--- src/rtl/pcie_pkg.sv ---
// Shared definitions for the PCIe write-burst path: FSM encoding and frame geometry.
// Latency: n/a (package only).
// Backpressure: n/a (package only).
package pcie_pkg;

  typedef enum logic [1:0] {
    ST_IDLE = 2'd0,
    ST_REQ  = 2'd1,
    ST_DATA = 2'd2
  } burst_state_t;

  localparam int unsigned BYTES_PER_WORD  = 4;
  localparam int unsigned DEF_FIFO_AW     = 6;
  localparam int unsigned DEF_BURST_LEN   = 32;
  localparam logic [31:0] DEF_BASE_ADDR   = 32'h0000_0000;
  localparam logic [31:0] DEF_FRAME_BYTES = 32'd4147200;
  localparam int unsigned DEF_FLUSH_TO    = 16;

endpackage

--- src/rtl/pcie_sync_fifo.sv ---
// Synchronous 32-bit first-word-fall-through FIFO with occupancy count.
// Latency: a pushed word is visible at rd_dat the cycle after the push.
// Backpressure: pushes while full are ignored unless a pop happens in the same cycle.
module pcie_sync_fifo #(
  parameter int unsigned AW = 6
) (
  input  logic          pclk_div2,
  input  logic          core_rst,
  input  logic          wr_en,
  input  logic [31:0]   wr_dat,
  input  logic          rd_en,
  output logic [31:0]   rd_dat,
  output logic [AW:0]   count,
  output logic          full,
  output logic          empty
);

  localparam logic [AW:0] DEPTH = (AW+1)'(2**AW);

  logic [31:0]   mem [2**AW];
  logic [AW-1:0] wr_ptr;
  logic [AW-1:0] rd_ptr;
  logic          push;
  logic          pop;

  assign empty  = (count == '0);
  assign full   = (count == DEPTH);
  assign pop    = rd_en && !empty;
  assign push   = wr_en && (!full || pop);
  assign rd_dat = mem[rd_ptr];

  // Storage array; contents need no reset because count gates visibility.
  always_ff @(posedge pclk_div2) begin
    if (push) mem[wr_ptr] <= wr_dat;
  end

  // Pointers and occupancy; a simultaneous push and pop leaves count unchanged.
  always_ff @(posedge pclk_div2) begin
    if (core_rst) begin
      wr_ptr <= '0;
      rd_ptr <= '0;
      count  <= '0;
    end else begin
      if (push) wr_ptr <= wr_ptr + 1'b1;
      if (pop)  rd_ptr <= rd_ptr + 1'b1;
      case ({push, pop})
        2'b10:   count <= count + 1'b1;
        2'b01:   count <= count - 1'b1;
        default: ;
      endcase
    end
  end

endmodule

--- src/rtl/pcie_wr_burst_buf.sv ---
// Buffers packed 32-bit words and cuts them into addressed PCIe DMA write bursts.
// Latency: req_valid rises 2 cycles after the cycle presenting the word that fills a burst.
// Backpressure: none on input (drops + sticky overflow when full); req/dout use valid/ready.
module pcie_wr_burst_buf
  import pcie_pkg::*;
#(
  parameter int unsigned FIFO_AW     = DEF_FIFO_AW,
  parameter int unsigned BURST_LEN   = DEF_BURST_LEN,
  parameter logic [31:0] BASE_ADDR   = DEF_BASE_ADDR,
  parameter logic [31:0] FRAME_BYTES = DEF_FRAME_BYTES,
  parameter int unsigned FLUSH_TO    = DEF_FLUSH_TO
) (
  input  logic        pclk_div2,
  input  logic        core_rst,
  input  logic        wr_en_32_in,
  input  logic [31:0] wr_data_32_in,
  input  logic        frame_sync,
  output logic        req_valid,
  input  logic        req_ready,
  output logic [31:0] req_addr,
  output logic [7:0]  req_len,
  output logic        dout_valid,
  input  logic        dout_ready,
  output logic [31:0] dout_data,
  output logic        dout_last,
  output logic        frame_done,
  output logic        overflow
);

  if (BURST_LEN < 1 || BURST_LEN > 255 || BURST_LEN > 2**FIFO_AW ||
      (FRAME_BYTES / BYTES_PER_WORD) % BURST_LEN != 0) begin : g_bad_burst_len
    $error("pcie_wr_burst_buf: illegal BURST_LEN for this FIFO depth / frame size");
  end

  localparam int unsigned        IW         = $clog2(FLUSH_TO + 1);
  localparam logic [IW-1:0]      IDLE_MAX   = IW'(FLUSH_TO);
  localparam logic [FIFO_AW:0]   BURST_CNT  = (FIFO_AW+1)'(BURST_LEN);
  localparam logic [7:0]         BURST_LEN8 = 8'(BURST_LEN);
  localparam logic [31:0]        FRAME_END  = BASE_ADDR + FRAME_BYTES;

  burst_state_t     state_q, state_d;
  logic [7:0]       len_q, len_d;
  logic [7:0]       beat_q;
  logic [31:0]      addr_q;
  logic [IW-1:0]    idle_q;
  logic             sync_pend_q;
  logic             frame_done_q;
  logic             overflow_q;
  logic [31:0]      fifo_dat;
  logic [FIFO_AW:0] fifo_cnt;
  logic             fifo_full;
  logic             fifo_empty;
  logic             req_hs;
  logic             beat_hs;
  logic             burst_end;
  logic             sync_hit;
  logic             wrap;
  logic [31:0]      nxt_addr;

  pcie_sync_fifo #(.AW(FIFO_AW)) u_fifo (
    .pclk_div2 (pclk_div2),
    .core_rst  (core_rst),
    .wr_en     (wr_en_32_in),
    .wr_dat    (wr_data_32_in),
    .rd_en     (beat_hs),
    .rd_dat    (fifo_dat),
    .count     (fifo_cnt),
    .full      (fifo_full),
    .empty     (fifo_empty)
  );

  assign req_valid  = (state_q == ST_REQ);
  assign req_addr   = req_valid ? addr_q : '0;
  assign req_len    = req_valid ? len_q : '0;
  assign dout_valid = (state_q == ST_DATA) && !fifo_empty;
  assign dout_data  = dout_valid ? fifo_dat : '0;
  assign dout_last  = dout_valid && (beat_q == 8'd1);
  assign frame_done = frame_done_q;
  assign overflow   = overflow_q;

  assign req_hs    = req_valid && req_ready;
  assign beat_hs   = dout_valid && dout_ready;
  assign burst_end = beat_hs && (beat_q == 8'd1);
  assign nxt_addr  = addr_q + 32'(len_q) * BYTES_PER_WORD;
  assign wrap      = (nxt_addr >= FRAME_END);
  assign sync_hit  = sync_pend_q || frame_sync;

  // Next-state: full bursts take precedence over an idle-timeout partial flush.
  always_comb begin
    state_d = state_q;
    len_d   = len_q;
    unique case (state_q)
      ST_IDLE: begin
        if (fifo_cnt >= BURST_CNT) begin
          state_d = ST_REQ;
          len_d   = BURST_LEN8;
        end else if (idle_q == IDLE_MAX && !fifo_empty) begin
          state_d = ST_REQ;
          len_d   = 8'(fifo_cnt);
        end
      end
      ST_REQ:  if (req_ready) state_d = ST_DATA;
      ST_DATA: if (burst_end) state_d = ST_IDLE;
      default: state_d = ST_IDLE;
    endcase
  end

  // State, latched length and remaining-beat counter.
  always_ff @(posedge pclk_div2) begin
    if (core_rst) begin
      state_q <= ST_IDLE;
      len_q   <= '0;
      beat_q  <= '0;
    end else begin
      state_q <= state_d;
      len_q   <= len_d;
      if (req_hs)       beat_q <= len_q;
      else if (beat_hs) beat_q <= beat_q - 8'd1;
    end
  end

  // Address pointer: advance or wrap at burst end; a pending frame_sync overrides both.
  always_ff @(posedge pclk_div2) begin
    if (core_rst) begin
      addr_q       <= BASE_ADDR;
      sync_pend_q  <= 1'b0;
      frame_done_q <= 1'b0;
    end else begin
      frame_done_q <= burst_end && wrap && !sync_hit;
      if (burst_end) begin
        if (sync_hit) begin
          addr_q      <= BASE_ADDR;
          sync_pend_q <= 1'b0;
        end else if (wrap) begin
          addr_q <= BASE_ADDR;
        end else begin
          addr_q <= nxt_addr;
        end
      end else if (sync_hit && state_q == ST_IDLE && fifo_empty) begin
        addr_q      <= BASE_ADDR;
        sync_pend_q <= 1'b0;
      end else if (frame_sync) begin
        sync_pend_q <= 1'b1;
      end
    end
  end

  // Input idle timer (saturating) and sticky drop flag.
  always_ff @(posedge pclk_div2) begin
    if (core_rst) begin
      idle_q     <= '0;
      overflow_q <= 1'b0;
    end else begin
      if (wr_en_32_in)             idle_q <= '0;
      else if (idle_q != IDLE_MAX) idle_q <= idle_q + 1'b1;
      if (wr_en_32_in && fifo_full && !beat_hs) overflow_q <= 1'b1;
    end
  end

endmodule

--- config.mk ---
export PLATFORM = sky130hd
export DESIGN_NAME = pcie_wr_burst_buf
export DESIGN_NICKNAME = d
export VERILOG_FILES = /design/src/rtl/pcie_pkg.sv /design/src/rtl/pcie_sync_fifo.sv /design/src/rtl/pcie_wr_burst_buf.sv
export SDC_FILE = /design/constraint.sdc
export NUM_CORES = 2
export LEC_CHECK = 0
export ABC_AREA = 1
export BUFFER_PORTS_ARGS = -buffer_cell sky130_fd_sc_hd__buf_2
export CORE_MARGIN = 2
export CORE_UTILIZATION = 41
export DETAILED_ROUTE_END_ITERATION = 6
export HOLD_SLACK_MARGIN = 0.1
export SYNTH_ARGS = -nofsm -noshare
export SYNTH_HDL_FRONTEND = slang
export SYNTH_HIERARCHICAL = 1
export SYNTH_SLANG_ARGS = --single-unit
export TNS_END_PERCENT = 1
--- constraint.sdc ---
create_clock -name pclk_div2 -period 9.4 [get_ports pclk_div2]
set_input_delay 0.94 -clock pclk_div2 [delete_from_list [all_inputs] [get_ports pclk_div2]]
set_output_delay 0.94 -clock pclk_div2 [all_outputs]
set_load 0.005 [all_outputs]
**Word level (Yosys, flattened, before mapping)**

Memory sizes are Yosys's and may differ from the RTL's. A register that Yosys moved wholly into a read port is not among the register bits.
Index checks and enable logic that the tools add are counted.

- Add/sub/neg operators: 7
- Order comparisons: 2
- Equality and inequality tests: 12
- Multiplexer cells: 25
- Reductions and logical operators: 31

Operator list:

| kind | number |
|---|---|
| two-way mux 32 bit | 6 |
| two-way mux 8 bit | 5 |
| adder 32 x 10 -> 32 bit | 1 |
| greater-or-equal comparator 32 x 22 -> 1 bit, second input constant | 1 |
| logical AND 1 bit | 14 |
| one-hot mux 7 bit (2 select lines) | 1 |
| adder 6 x 1 -> 6 bit, second input constant | 2 |
| two-way mux 6 bit | 2 |
| == test 8 x 1 -> 1 bit, second input constant | 1 |
| two-way mux 2 bit | 4 |
| nonzero test 2 bit | 4 |
| subtractor 8 x 1 -> 8 bit, second input constant | 1 |
| adder 7 x 1 -> 7 bit, second input constant | 1 |
| == test 7 bit, second input constant | 1 |
| greater-or-equal comparator 7 x 6 -> 1 bit, second input constant | 1 |
| zero test 7 bit | 1 |
| subtractor 7 x 1 -> 7 bit, second input constant | 1 |
| two-way mux 1 bit | 6 |
| one-hot mux 2 bit (3 select lines) | 1 |
| adder 5 x 1 -> 5 bit, second input constant | 1 |
| == test 5 bit, second input constant | 1 |
| != test 5 bit, second input constant | 1 |
| == test 2 x 1 -> 1 bit, second input constant | 2 |
| == test 2 bit, second input constant | 2 |
| other kinds (10) | 16 |

- Register bits: 77
- Bits in writable memories: 2048
- Output and inout port bits: 77
- Word-level logic and storage cells: 89
- Memories: 1

Memory list:

| memory | depth | width | read ports | clocked after Yosys merged registers in | write ports | line | RTL |
|---|---|---|---|---|---|---|---|
| u_fifo.mem | 64 | 32 | 1 | 1 | 1 | pcie_sync_fifo.sv:20 | `logic [31:0] mem [2**AW];` |

**Depth between registers and ports, before layout**

- Depth in word-level cells: 9
- Depth in mapped cells: 19
- Depth with buffers taken out: 19

**By module**

Netlist, hierarchy kept.

By module, submodules not included:

| module | times used | cells each | area each (µm²) | seq. area each (µm²) |
|---|---|---|---|---|
| pcie_sync_fifo | 1 | 6893 | 83212.3 | 61999.5 |
| pcie_wr_burst_buf | 1 | 690 | 4027.6 | 1101.1 |

**Worst setup path after synthesis**

Ideal clock, no wire load.

- Kind: input to register
- Start: input dout_ready
- End: memory u_fifo.mem[7][0] (enable)
- Setup time: 0.501 ns
- Data arrival time: 4.629 ns
- Data required time: 8.899 ns
- Path slack: 4.269 ns
- Stages: 4
- Buffers on the path: 0
- Path through: inv_1 nor2_1 o21ai_2 nor4_1

- Cells in the longest elaborated chain, start to end: 6

RTL lines:

| item | line | RTL |
|---|---|---|
| start: declaration | pcie_wr_burst_buf.sv:23 | `input logic dout_ready,` |
| logical AND 1 bit | pcie_wr_burst_buf.sv:82 | `assign beat_hs = dout_valid && dout_ready;` |
| net beat_hs | pcie_wr_burst_buf.sv:54 | `logic beat_hs;` |
| logical AND 1 bit | pcie_sync_fifo.sv:28 | `assign pop = rd_en && !empty;` |
| logical OR 1 bit | pcie_sync_fifo.sv:29 | `assign push = wr_en && (!full \|\| pop);` |
| logical AND 1 bit | pcie_sync_fifo.sv:29 |  |
| two-way mux 1 bit | pcie_sync_fifo.sv:34 | `if (push) mem[wr_ptr] <= wr_dat;` |
| two-way mux 1 bit (not written as such) | pcie_sync_fifo.sv:34 |  |
| end: declaration | pcie_sync_fifo.sv:20 |  |

The timed path passes the listed nets, and every way through them passes these cells.

==> key figures <==
Yosys
  • Dominant synthesized flop cell: edfxtp_1
  • EDFF count, synth: 2048
  • Synth top cells by count: nand2_1 (2458), edfxtp_1 (2048), nand3_1 (1965)
  • Synthesized area per cell: 11.50 um^2
  • Syn Std Cell Area: 87240 um^2
  • Ys async rst share: 0%
  • Seq/Total Area, Yosys: 72.33%
  • Synth area leaders: edfxtp_1 (70%), nand3_1 (11%), nand2_1 (11%), dfxtp_1 (1.8%), buf_2 (1.6%)
  • Area share of the largest cell type after synthesis: 70.49%
  • Synth Instances: 7583
  • Ys Warns: 6
  • Post-synth top area cell: edfxtp_1
  • Netlist cell types: 47
  • #FFs+latches synth: 2128
  • Most frequent cell after synthesis: nand2_1

Power and ir drop
  • Pwr per Cell Area: 195.8 nW/um^2
  • Logic pwr share: 3.1%
  • Leakage Power: 34.17 nW
  • Sw Pwr: 4.000 mW
  • Clock Power Share: 42.0%
  • Internal power: 15.03 mW
  • Sequential share of power: 54.9%
  • PnR Total Power: 19.03 mW
  • Switching portion of total power: 21.02%
  • Worst VDD drop: 0.1974 mV

GRT
  • Largest net degree at the start of global routing: 205
  • GRT overflow: 0
  • Initial antenna violation count: 8
  • Number of global-route vias before repair: 55.08k
  • First-pass GRT wire length: 368900 um
  • Total GRT Usage: 22.82%

Clock network
  • CTS sink count: 2128
  • Post-CTS Setup Bufs: 0
  • Max clock buf depth: 3
  • Clk pin slew, worst setup/hold paths: 60 ps
  • Root Driver: clkbuf_16
  • CTS tree: yes
  • Clk_lat worst skew: 850 ps
  • Inserted Clock Buffers: 207
  • CTS H-tree lvls: 4
  • Hold Buf Count CTS: 0
  • PostCTS Resize Cnt: 0

Drt
  • Drt total wl: 251100 um
  • DRT antenna net count: 0
  • Pre-Repair DR Iteration Count: 6
  • Via/cell ratio: 5.530
  • Total number of vias: 58.46k
  • DRC viols: 0
  • Avg WL per Cell: 23.76 um
  • Initial DRC count: 6956

Placement
  • Placed insts: 10.19k
  • DP Wirelength: 123000 um
  • Global placer's final weighted congestion: 0.8796
  • Number of port buffers: 111
  • Worst slack, placed: 4057 ps

STA
  • WHS: 379.3 ps
  • Worst slew pin tran: 1241 ps
  • Setup TNS Final: 0 ps
  • Final Hold Fails: 0
  • Rel. slew slack: 17.16%
  • Worst Skew: 38.18 ps
  • Min Tclk post-route: 6350 ps
  • Max Fclk: 0.1575 GHz
  • Crit share post-route: 67.55%
  • Final worst slack: 3050 ps
  • Setup-failing EPs final: 0
  • Slew Viols, Final: 0
  • RSZ-0062 raised after global routing: false

Hold path
  • Hold crit path type: in2reg

Final layout
  • Cell Count, Final, Fillers Out: 10.57k
  • Reg area: 63120 um^2
  • Final net count: 7637
  • Fill cell count: 18.93k
  • Share of cells above drive strength 1: 8.183%
  • Multi-input combinational cell area: 21680 um^2
  • Syn-to-layout area delta: 11.39%

Worst setup path
  • CP max FO: 179
  • Worst Path Class, Setup: reg2out
  • CP max stage delay: 950 ps
  • Startpoint Class: flip-flop
  • Critical path cell sequence: buf_12 > buf_4 > nand2_1 > nand3_1 > nand3_1 > nand3_1 > nand3_1 > nand2_1 > nand2_1 > nand2_1 > inv_1 > nor2_1 > buf_2
  • Critical path's slowest cell: dfxtp_4
  • Largest delay contributor family on the critical path: buffers and inverters
  • Worst EP required: 8460 ps
  • Arr. time, crit path: 5410 ps
  • Worst Setup End Kind: output pin
  • Worst path buffer plus inverter count: 4

Floorplanning
  • I/O pin total: 115
  • Die Span X: 465.3 um
  • Chip height: 465.3 um
  • Initial Utilization: 41.18%
  • Die ar.: 216500 um^2
  • Core area: 211900 um^2
  • Placement Rows: 169

Run status
  • Status: finished clean

Run
  • Maxcap violations: 0
## power groups by stage
stage               Clock [mW]  Combinational, mW  Sequential (mW)
floorplan                    0              0.275             10.6
global placement             0              0.575             10.6
detailed placement           0              0.584             10.6
CTS                       8.10              0.585             10.4
global route              8.46              0.638             10.4
finish                    8.00              0.588             10.4
## worst paths after layout
kind	from	endpoint	slack [ps]	cells after the start
min reg2reg	addr_q[6]	addr_q[6]	480	2
min	req_ready	state_q[0]	380	4
max reg2reg	u_fifo/count[0]	u_fifo/mem[25][0]	4400	11
max	flip-flop	dout_data[21]	3050	13
## layout make-up
class / instances / area share [%]
diodes: 2 / 0.005150
repair buffers: 254 / 1.792
clock buffers: 270 / 5.724
flip-flops and latches: 2128 / 64.95
inverters: 158 / 0.6489
clock inverters: 108 / 0.9373
multi-input cells: 4830 / 22.31
well taps: 2821 / 3.632
## worst reg2reg max path: stages, from the launching register on
cell,delay (ps)
dfxtp_1,420
inv_2,90
nand3_2,130
nor2_1,70
inv_1,80
nand2_2,510
nor2_1,690
o21ai_2,350
nor2_1,310
nand3_1,740
nor2_4,880
buf_4,410
## kinds of logic (layout without fill, tap and decap cells)
logic type	after synthesis	count (layout)	share of synthesized area [%]
adder cells (fa/ha/maj)	20	20	0.3041
AO/OA/AOI/OAI	85	85	0.5479
flip-flops	2128	2128	72.33
AND/OR/NAND/NOR	4702	4702	23.23
XOR/XNOR	20	20	0.2008
buffers and inverters	627	790	3.379
other	1	5	0.004298
## metrics by stage
stage,util [%],instance area (um^2)
4_1_cts,45.86,97170
2_1_floorplan,-,87250
6_report,45.87,97180
3_5_place_dp,42.81,90700
3_3_place_gp,42.81,90700
5_1_grt,45.87,97180
## placed cells by master (no fill, tap or decap), types with 9 or more instances in the layout
master	n
o21ai_0	28
buf_4	134
bufinv_16	12
nor2_4	63
nand3_1	1965
nor2_1	162
nor3_1	16
dfxtp_1	74
xor2_1	12
clkbuf_1	54
clkinv_1	48
buf_12	9
nand4_1	10
buf_2	111
inv_1	150
edfxtp_1	2048
ha_1	18
nand2_1	2457
nand2_2	9
a21oi_1	38
clkbuf_16	212
clkinv_2	32
## state kept, by name, indices dropped and copies added, names as in the netlist, named ones only
signal and count:
addr_q 30, beat_q 8, frame_done 1, idle_q 5
len_q 7, overflow 1, state_q 2, sync_pend_q 1
u_fifo/count 7, u_fifo/mem 2048, u_fifo/rd_ptr 6, u_fifo/wr_ptr 6
## per-layer routing
metal | global-route usage (%) | vias up | routed length (um)
li1 | - | 26600 | -
met1 | 31.64 | 28940 | 104100
met2 | 36.28 | 2512 | 116700
met3 | 3.170 | 410 | 20190
met4 | 9.288 | 0 | 10130
met5 | 0 | - | 0
Note: power is estimated with default switching activity, not from simulation.
